===== src/rtl/enable_gen_pkg.sv =====
// enable_gen_pkg
// Shared types and default widths for the enable-pulse generator.
//   enable_gen_state_t : controller state encoding (IDLE, RUN)
//   DIV_WIDTH_DEF      : default width of the pulse period value
//   BURST_WIDTH_DEF    : default width of the burst length / pulse count
package enable_gen_pkg;

    localparam int DIV_WIDTH_DEF   = 8;
    localparam int BURST_WIDTH_DEF = 4;

    typedef enum logic {
        IDLE = 1'b0,
        RUN  = 1'b1
    } enable_gen_state_t;

endpackage : enable_gen_pkg


===== src/rtl/tick_divider.sv =====
// tick_divider
// Prescaler for the enable generator. Counts p from 0 up to div_q-1 while
// run is high and flags the terminal count on tick.
// Ports:
//   clock   in   rising-edge clock
//   reset_n in   asynchronous active-low reset
//   clear   in   synchronous clear of p (takes priority over run)
//   run     in   advance p this cycle
//   div_q   in   latched period, always >= 1
//   tick    out  high when p == div_q-1
module tick_divider #(
    parameter int DIV_WIDTH = 8
) (
    input  logic                 clock,
    input  logic                 reset_n,
    input  logic                 clear,
    input  logic                 run,
    input  logic [DIV_WIDTH-1:0] div_q,
    output logic                 tick
);

    logic [DIV_WIDTH-1:0] p_q;
    logic [DIV_WIDTH-1:0] p_d;

    // div_q is never 0 here, so div_q-1 cannot underflow.
    assign tick = (p_q == (div_q - 1'b1));

    always_comb begin
        p_d = p_q;
        if (clear) begin
            p_d = '0;
        end else if (run) begin
            p_d = tick ? '0 : (p_q + 1'b1);
        end
    end

    always_ff @(posedge clock or negedge reset_n) begin
        if (!reset_n) begin
            p_q <= '0;
        end else begin
            p_q <= p_d;
        end
    end

endmodule : tick_divider


===== src/rtl/enable_gen.sv =====
// enable_gen
// Programmable enable-pulse generator feeding the 4-bit counter's enable.
// On start it emits single-cycle enable pulses every divisor clocks, either
// for burst_len pulses or continuously (burst_len = 0) until stop.
// Ports:
//   clock       in   rising-edge clock
//   reset_n     in   asynchronous active-low reset
//   start       in   starts a run when idle (ignored while running)
//   stop        in   aborts a run; wins over start when idle
//   divisor     in   pulse period in clocks, 0 treated as 1
//   burst_len   in   number of pulses, 0 = continuous
//   enable      out  registered single-cycle pulse
//   busy        out  high while running
//   done        out  single-cycle pulse on normal burst completion
//   pulse_count out  pulses issued in the current or last run
//
// state | meaning
// ------+---------------------------------------------------------------
// IDLE  | waiting for start; divisor/burst_len are sampled on leaving
// RUN   | prescaler running, pulses issued on each tick until burst end
//       | or stop
module enable_gen
    import enable_gen_pkg::*;
#(
    parameter int DIV_WIDTH   = DIV_WIDTH_DEF,
    parameter int BURST_WIDTH = BURST_WIDTH_DEF
) (
    input  logic                   clock,
    input  logic                   reset_n,
    input  logic                   start,
    input  logic                   stop,
    input  logic [DIV_WIDTH-1:0]   divisor,
    input  logic [BURST_WIDTH-1:0] burst_len,
    output logic                   enable,
    output logic                   busy,
    output logic                   done,
    output logic [BURST_WIDTH-1:0] pulse_count
);

    enable_gen_state_t      state_q, state_d;
    logic [DIV_WIDTH-1:0]   div_q, div_d;
    logic [BURST_WIDTH-1:0] burst_q, burst_d;
    logic [BURST_WIDTH-1:0] pulse_count_q, pulse_count_d;
    logic                   enable_q, enable_d;
    logic                   done_q, done_d;
    logic                   busy_q, busy_d;

    logic                   div_clear;
    logic                   div_run;
    logic                   tick;
    logic [BURST_WIDTH-1:0] pulse_count_inc;

    tick_divider #(
        .DIV_WIDTH (DIV_WIDTH)
    ) u_tick_divider (
        .clock   (clock),
        .reset_n (reset_n),
        .clear   (div_clear),
        .run     (div_run),
        .div_q   (div_q),
        .tick    (tick)
    );

    assign pulse_count_inc = pulse_count_q + 1'b1;

    always_comb begin
        state_d       = state_q;
        div_d         = div_q;
        burst_d       = burst_q;
        pulse_count_d = pulse_count_q;
        enable_d      = 1'b0;
        done_d        = 1'b0;
        div_clear     = 1'b0;
        div_run       = 1'b0;

        unique case (state_q)
            IDLE: begin
                if (start && !stop) begin
                    state_d       = RUN;
                    div_d         = (divisor == '0) ? DIV_WIDTH'(1) : divisor;
                    burst_d       = burst_len;
                    pulse_count_d = '0;
                    div_clear     = 1'b1;
                end
            end
            RUN: begin
                // stop has priority and swallows a pulse due on this edge.
                if (stop) begin
                    state_d = IDLE;
                end else begin
                    div_run = 1'b1;
                    if (tick) begin
                        enable_d      = 1'b1;
                        pulse_count_d = pulse_count_inc;
                        if ((burst_q != '0) && (pulse_count_inc == burst_q)) begin
                            state_d = IDLE;
                            done_d  = 1'b1;
                        end
                    end
                end
            end
            default: begin
                state_d = IDLE;
            end
        endcase

        busy_d = (state_d == RUN);
    end

    always_ff @(posedge clock or negedge reset_n) begin
        if (!reset_n) begin
            state_q       <= IDLE;
            div_q         <= DIV_WIDTH'(1);
            burst_q       <= '0;
            pulse_count_q <= '0;
            enable_q      <= 1'b0;
            done_q        <= 1'b0;
            busy_q        <= 1'b0;
        end else begin
            state_q       <= state_d;
            div_q         <= div_d;
            burst_q       <= burst_d;
            pulse_count_q <= pulse_count_d;
            enable_q      <= enable_d;
            done_q        <= done_d;
            busy_q        <= busy_d;
        end
    end

    assign enable      = enable_q;
    assign busy        = busy_q;
    assign done        = done_q;
    assign pulse_count = pulse_count_q;

endmodule : enable_gen


===== config.mk =====
export PLATFORM = sky130hd
export DESIGN_NAME = enable_gen
export DESIGN_NICKNAME = d
export VERILOG_FILES = /design/src/rtl/enable_gen_pkg.sv /design/src/rtl/tick_divider.sv /design/src/rtl/enable_gen.sv
export SDC_FILE = /design/constraint.sdc
export NUM_CORES = 1
export LEC_CHECK = 0
export BUFFER_PORTS_ARGS = -buffer_cell sky130_fd_sc_hd__clkbuf_2
export CAP_MARGIN = 20
export CORE_ASPECT_RATIO = 2
export CORE_MARGIN = 8
export CORE_UTILIZATION = 50
export CTS_BUF_LIST = sky130_fd_sc_hd__clkbuf_4
export CTS_CLUSTER_DIAMETER = 150
export DETAILED_ROUTE_END_ITERATION = 6
export GPL_TIMING_DRIVEN = 0
export PLACE_DENSITY = 0.75
export SYNTH_ARGS = -nofsm -noshare
export SYNTH_HDL_FRONTEND = slang
export SYNTH_HIERARCHICAL = 1
export SYNTH_SLANG_ARGS = --single-unit

===== constraint.sdc =====
create_clock -name clock -period 3.75 [get_ports clock]
set_input_delay 0 -clock clock [delete_from_list [all_inputs] [get_ports clock]]
set_output_delay 0 -clock clock [all_outputs]
set_load 0.02 [all_outputs]

# Word-level counts from Yosys, hierarchy flattened
# Cells that the tools add are included.
[totals]
out_inout_bits = 7
word_cells = 47
ff_bits = 27
input_bits = 16
[op_classes]
n_mux = 23
n_addsub = 3
eq_ne = 5
n_bitwise = 1
n_reduce_logical = 8
[ops]
columns = ["operator", "count"]
rows = [
  ["8-bit two-way mux", 4],
  ["1-bit two-way mux", 14],
  ["4-bit two-way mux", 3],
  ["8-bit by 1-bit adder with 8-bit output, second input constant", 1],
  ["8-bit == test", 1],
  ["8-bit logical NOT", 1],
  ["4-bit one-hot mux with 2 select lines", 1],
  ["8-bit by 1-bit subtractor with 8-bit output, second input constant", 1],
  ["4-bit by 1-bit adder with 4-bit output, second input constant", 1],
  ["4-bit == test", 1],
  ["2-bit != test, second input constant", 2],
  ["4-bit nonzero test", 1],
  ["3-bit AND reduction", 1],
  ["1-bit logical AND", 2],
  ["2-bit by 1-bit != test with 1-bit output, second input constant", 1],
  ["1-bit one-hot mux with 2 select lines", 1],
  ["2-bit AND reduction", 1],
  ["2-bit nonzero test", 1],
  ["1-bit logical NOT", 1],
  ["1-bit inverter", 1],
]

# Longest topological paths before layout
[depth]
word_depth = 7
mapped_depth = 10
mapped_depth_nobuf = 10

# Hierarchy
# The synthesis kept the hierarchy.
[modules_own_cells]
columns = ["mod", "seq_area_each_um2", "instances", "cells_each", "area_each_um2"]
rows = [
  ["enable_gen", 476.7, 1, 66, 842.1],
  ["tick_divider", 200.2, 1, 85, 720.7],
]

# Worst setup path before layout
# Ideal clock, no wire load.
[synth_path]
path_kind = "reg2reg"
startpoint = "reg div_q[1]"
endpoint = "reg pulse_count_q[2], in the netlist pulse_count[2]"
setup_ps = 137
t_required_ps = 3613
synth_period_minus_slack_ps = 2629
path_buffers = 0
arrival_time_ps = 2493
slack_ps = 1121
stages_incl_launch_ff = 10
cell_sequence = "dfrtp_1 > inv_1 > ha_1 > or3b_1 > or4_1 > a211o_1 > a211oi_4 > a21oi_1 > o21ai_0 > o21ai_0"
[synth_between]
elab_chain_len = 4
[synth_rtl]
columns = ["element", "line", "source"]
rows = [
  ["from (decl)", "enable_gen.sv:41", "logic [DIV_WIDTH-1:0] div_q, div_d;"],
  ["from (signal assigned)", "enable_gen.sv:121", "div_q <= div_d;"],
  ["8-bit by 1-bit subtractor with 8-bit output", "tick_divider.sv:26", "assign tick = (p_q == (div_q - 1'b1));"],
  ["8-bit == test", "tick_divider.sv:26", ""],
  ["via tick", "enable_gen.sv:50", "logic tick;"],
  ["2-bit by 1-bit != test with 1-bit output (no source line)", "--", ""],
  ["3-bit AND reduction (no source line)", "--", ""],
  ["to (signal assigned)", "enable_gen.sv:123", "pulse_count_q <= pulse_count_d;"],
  ["to (decl)", "enable_gen.sv:43", "logic [BURST_WIDTH-1:0] pulse_count_q, pulse_count_d;"],
]
# The timed path passes the listed nets, and every way through them passes these cells.
# A chain may end at the register's enable or synchronous reset.

# Worst setup path after layout
# Same ends and word-level chain as after synthesis.

==> impl_results.html <==
<table>
<tr><th>Metric</th><th>Value</th></tr>
<tr><th colspan="2">Status</th></tr>
<tr><td>Outcome</td><td>finished clean</td></tr>
<tr><th colspan="2">Logic synthesis</th></tr>
<tr><td>Top-count cell post-synth</td><td>sky130_fd_sc_hd__dfrtp_1</td></tr>
<tr><td>Seq/Total Area, Yosys</td><td>43.31%</td></tr>
<tr><td>Top area cells in the synthesized netlist</td><td>sky130_fd_sc_hd__dfrtp_1 (42%), sky130_fd_sc_hd__mux2_2 (7.9%), sky130_fd_sc_hd__xnor2_1 (4.5%), sky130_fd_sc_hd__nor2_1 (2.9%), sky130_fd_sc_hd__a2111oi_0 (2.8%)</td></tr>
<tr><td>EDFF count, synth</td><td>0</td></tr>
<tr><td>Area share of the largest cell type after synthesis</td><td>about two fifths</td></tr>
<tr><td>Post-synthesis cell count</td><td>roughly 150</td></tr>
<tr><td>Number of storage elements in the synthesis netlist</td><td>27</td></tr>
<tr><td>Fraction of registers with async set or reset after synthesis</td><td>100.0%</td></tr>
<tr><td>Primary flip-flop cell chosen by synthesis mapping</td><td>sky130_fd_sc_hd__dfrtp_1</td></tr>
<tr><td>Netlist cell types</td><td>45</td></tr>
<tr><td>Number of nets in the synthesized netlist</td><td>170</td></tr>
<tr><td>Top cells by count, synth</td><td>sky130_fd_sc_hd__dfrtp_1 (26), sky130_fd_sc_hd__nor2_1 (12), sky130_fd_sc_hd__mux2_2 (11)</td></tr>
<tr><td>Dominant cell type by area after synthesis</td><td>sky130_fd_sc_hd__dfrtp_1</td></tr>
<tr><td>Ys Warns</td><td>6</td></tr>
<tr><td>Syn avg cell area</td><td>around 10 um2</td></tr>
<tr><td>Synthesized cell area</td><td>between 1500 and 2000 um2</td></tr>
<tr><th colspan="2">Global routing</th></tr>
<tr><td>Overall overflow remaining after global route</td><td>0</td></tr>
<tr><td>Number of antenna violations at the first check in global routing</td><td>0</td></tr>
<tr><td>Wire length of the first global-routing pass</td><td>5692 um</td></tr>
<tr><td>Maximum number of pins on one net before global-route repair</td><td>28</td></tr>
<tr><td>All-layer global routing usage</td><td>roughly an eighth</td></tr>
<tr><td>Vias in the first global route</td><td>1,294</td></tr>
<tr><th colspan="2">Cells and area</th></tr>
<tr><td>Utilization of the core after routing</td><td>60.69%</td></tr>
<tr><td>Fraction of final layout cells with drive strength greater than 1</td><td>23.16%</td></tr>
<tr><td>Syn-to-layout area delta</td><td>19.78%</td></tr>
<tr><td>Sequential cell area</td><td>between 600 and 700 um2</td></tr>
<tr><td>Number of antenna repair diodes</td><td>0</td></tr>
<tr><td>Area used by multi-input combinational logic</td><td>~840 um2</td></tr>
<tr><td>Net total in the final layout</td><td>210</td></tr>
<tr><td>Number of fill cells</td><td>259</td></tr>
<tr><th colspan="2">Critical path</th></tr>
<tr><td>Cell with the largest stage delay on the worst path</td><td>sky130_fd_sc_hd__or4_1</td></tr>
<tr><td>Type of origin of the critical path</td><td>flop</td></tr>
<tr><td>Critical path data required time</td><td>roughly 4.0 ns</td></tr>
<tr><td>Kind of cell with the highest combined delay on the critical path</td><td>simple AND/OR/NAND/NOR gates</td></tr>
<tr><td>R2R setup slack</td><td>0.63 ns</td></tr>
<tr><td>Crit path largest cell delay</td><td>0.50 ns</td></tr>
<tr><td>Length in cells of the worst reg-to-reg path</td><td>10</td></tr>
<tr><td>Reg-to-reg critical path startpoint</td><td>div_q[1]</td></tr>
<tr><td>Crit Path Max Fanout</td><td>11</td></tr>
<tr><td>Top cell by count, worst path</td><td>sky130_fd_sc_hd__inv_1</td></tr>
<tr><td>Capture point of the worst reg-to-reg path</td><td>pulse_count[2]</td></tr>
<tr><td>Cell-by-cell listing of the critical path</td><td>inv_1 -&gt; ha_1 -&gt; or3b_1 -&gt; or4_1 -&gt; a211o_1 -&gt; a211oi_4 -&gt; nand3b_1 -&gt; inv_1 -&gt; nand2_1 -&gt; o21ai_0</td></tr>
<tr><td>Worst path arrival time</td><td>about 3.4 ns</td></tr>
<tr><td>Category of the critical setup timing path</td><td>reg -&gt; reg</td></tr>
<tr><td>Element type at the critical path end</td><td>flop</td></tr>
<tr><td>Count of buffering cells on the critical path with inverters included</td><td>2</td></tr>
<tr><th colspan="2">Timing</th></tr>
<tr><td>Worst hold margin</td><td>0.09067 ns</td></tr>
<tr><td>Setup tns final</td><td>0 ns</td></tr>
<tr><td>Number of pins with negative max-slew slack in the final report</td><td>0</td></tr>
<tr><td>Slew at the pin closest to its max-slew limit</td><td>roughly 0.66 ns</td></tr>
<tr><td>Max Clock Skew</td><td>0.001712 ns</td></tr>
<tr><td>Setup repair after global routing missed its margin</td><td>no</td></tr>
<tr><td>Post-route fraction of the period consumed by the critical path</td><td>roughly 83%</td></tr>
<tr><td>Final hold viol count</td><td>0</td></tr>
<tr><td>Minimum period implied by the final worst setup slack</td><td>3.115 ns</td></tr>
<tr><td>Final setup vio count</td><td>0</td></tr>
<tr><td>Slew HR</td><td>55.81%</td></tr>
<tr><td>Achievable frequency</td><td>about 320 MHz</td></tr>
<tr><th colspan="2">Clock tree</th></tr>
<tr><td>Library cell used as clock root buffer</td><td>sky130_fd_sc_hd__clkbuf_4</td></tr>
<tr><td>Number of resized instances in the post-cts repair step</td><td>0</td></tr>
<tr><td>Number of H-tree branching levels</td><td>1</td></tr>
<tr><td># clock sinks</td><td>27</td></tr>
<tr><td>Clock network latency to the later pin of the worst-skew pair</td><td>0.31 ns</td></tr>
<tr><td>Clock tree from TritonCTS</td><td>built</td></tr>
<tr><td>Setup repair bufs after CTS</td><td>0</td></tr>
<tr><td>Maximum clock insertion buffer count</td><td>2</td></tr>
<tr><td>Clock transition time at the flip-flop clock pins of the worst setup and hold paths</td><td>0.13 ns</td></tr>
<tr><td>Clock buffer count from CTS</td><td>3</td></tr>
<tr><th colspan="2">Drt</th></tr>
<tr><td>Detailed Route Iter0 Violations</td><td>19</td></tr>
<tr><td>First drt pass iteration count</td><td>4</td></tr>
<tr><td>WL/cell</td><td>15.43 um</td></tr>
<tr><td>Number of nets with antenna violations after routing</td><td>0</td></tr>
<tr><td>Total Routed Length</td><td>between 3000 and 4000 um</td></tr>
<tr><td>Post-route DRC violation count</td><td>0</td></tr>
<tr><td>Vias per inst</td><td>5.891</td></tr>
<tr><td>Vias</td><td>1,302</td></tr>
<tr><th colspan="2">Pwr</th></tr>
<tr><td>Areal power density over the cells</td><td>370.9 nW/um2</td></tr>
<tr><td>P_leak</td><td>0.8260 nW</td></tr>
<tr><td>Worst vdd rail ir drop</td><td>377.6 uV</td></tr>
<tr><th colspan="2">Place</th></tr>
<tr><td>Detailed-placement wirelength estimate</td><td>2424 um</td></tr>
<tr><td>Number of buffers added on ports</td><td>22</td></tr>
<tr><td>Global placer's final weighted congestion</td><td>approximately 0.78</td></tr>
<tr><th colspan="2">Die</th></tr>
<tr><td>Die H</td><td>95.06 um</td></tr>
<tr><td>Core area</td><td>3084 um2</td></tr>
<tr><td>Horizontal die dimension</td><td>55.53 um</td></tr>
<tr><td>Number of primary I/O pins</td><td>23</td></tr>
<tr><td>Standard-cell rows</td><td>29</td></tr>
<tr><td>Die area</td><td>5279 um2</td></tr>
<tr><td>Initial core utilization</td><td>around half</td></tr>
<tr><th colspan="2">Hold path</th></tr>
<tr><td>End point of the most critical hold path</td><td>busy</td></tr>
<tr><td>Path type of the worst min-delay path</td><td>in -&gt; reg</td></tr>
<tr><td>Hold path startpoint</td><td>stop</td></tr>
<tr><td>Worst hold path depth</td><td>4</td></tr>
<tr><th colspan="2">Run</th></tr>
<tr><td>Max-cap violations</td><td>0</td></tr>
</table>
[cells by family (layout without fill, tap and decap cells)]
logic type | after synthesis | in the layout | synth area share, %
flops | 27 | 27 | 43.31
fa+ha+maj | 3 | 3 | 2.402
mux | 14 | 14 | 10.17
simple gates | 55 | 55 | 20.18
xor+xnor | 13 | 13 | 7.286
buf+inv | 9 | 48 | 2.641
compound gates | 30 | 30 | 14.01
[cell type report]
type,count,share of cell area (%)
Inverter,4,0.8021
Sequential cell,27,36.16
Buffer,5,1.404
Multi-Input combinational cell,115,45.12
Timing Repair Buffer,35,12.83
Clock buffer,4,1.604
Tap cell,31,2.072
[worst min-delay path, delay by kind of cell]
| family | cells | cell delay [ns] |
|---|---|---|
| and+or+nand+nor | 2 | 0.21 |
| AOI/OAI and AO/OA | 1 | 0.04 |
| buffers and inverters | 1 | 0.12 |
[routing by layer]
| layer | routed length, um | vias up | track usage [%] |
|---|---|---|---|
| li1 | - | 643 | - |
| met5 | 0 | - | 0 |
| met2 | 1856 | 19 | 23.50 |
| met1 | 1411 | 636 | 13.98 |
| met3 | 119 | 4 | 3.067 |
| met4 | 25 | 0 | 3.719 |
[placed cells by master, fill, tap and decap left out, types with 2 or more instances in the layout]
cell	count
sky130_fd_sc_hd__a21oi_1	7
sky130_fd_sc_hd__a211o_1	2
sky130_fd_sc_hd__mux2_2	11
sky130_fd_sc_hd__clkbuf_4	4
sky130_fd_sc_hd__xnor2_1	8
sky130_fd_sc_hd__a2111oi_0	5
sky130_fd_sc_hd__mux2i_1	2
sky130_fd_sc_hd__clkbuf_2	22
sky130_fd_sc_hd__clkbuf_1	3
sky130_fd_sc_hd__and3_1	5
sky130_fd_sc_hd__dlygate4sd3_1	13
sky130_fd_sc_hd__nor2b_1	2
sky130_fd_sc_hd__nand2_1	10
sky130_fd_sc_hd__and4_1	2
sky130_fd_sc_hd__nor4_1	2
sky130_fd_sc_hd__dfrtp_1	26
sky130_fd_sc_hd__nor2_1	12
sky130_fd_sc_hd__nand3b_1	3
sky130_fd_sc_hd__inv_1	4
sky130_fd_sc_hd__o21ai_0	7
sky130_fd_sc_hd__ha_1	3
sky130_fd_sc_hd__xor2_1	5
sky130_fd_sc_hd__nand3_1	3
sky130_fd_sc_hd__nor3_1	5
[what timing repair did]
item,4_1_cts,5_1_grt
hold endpoints to repair,38,0
hold buffers,13,0
setup endpoints to repair,0,0
[power by group]
part	internal [W]	switching (W)	total [W]	leakage, nW
Clock	0.0000488	0.0000783	0.000127	0.0184
Sequential	0.000329	0.0000500	0.000379	0.346
Combinational	0.000101	0.0000871	0.000188	0.461
[per-stage QoR]
stage	area [um2]	std cells	power [W]	setup slack, ns
2_1_floorplan	1563	151	0.0005100	1.121
3_3_place_gp	1712	204	0.0005505	0.7964
3_5_place_dp	1712	204	0.0005605	0.7005
4_1_cts	1872	221	0.0006980	0.6854
5_1_grt	1872	221	0.0007328	0.4558
6_report	1872	221	0.0006942	0.6347
[sequential cells by signal (all words and copies together), names as in the netlist]
register and cells:
u_tick_divider/p_q 8, enable 1, burst_q 4, div_q 8, done 1, busy 1
pulse_count 4
[worst max path at each step]
stage,from,endpoint,slack (ns),cells past startpoint
floorplan,div_q[1],pulse_count[2],1.12,9
global placement,div_q[1],pulse_count[2],0.80,10
detailed placement,div_q[1],pulse_count[2],0.70,10
CTS,div_q[1],pulse_count[2],0.69,10
global route,div_q[1],pulse_count[2],0.46,10
finish,div_q[1],pulse_count[2],0.63,10
Power figures use the tool's default switching activity.
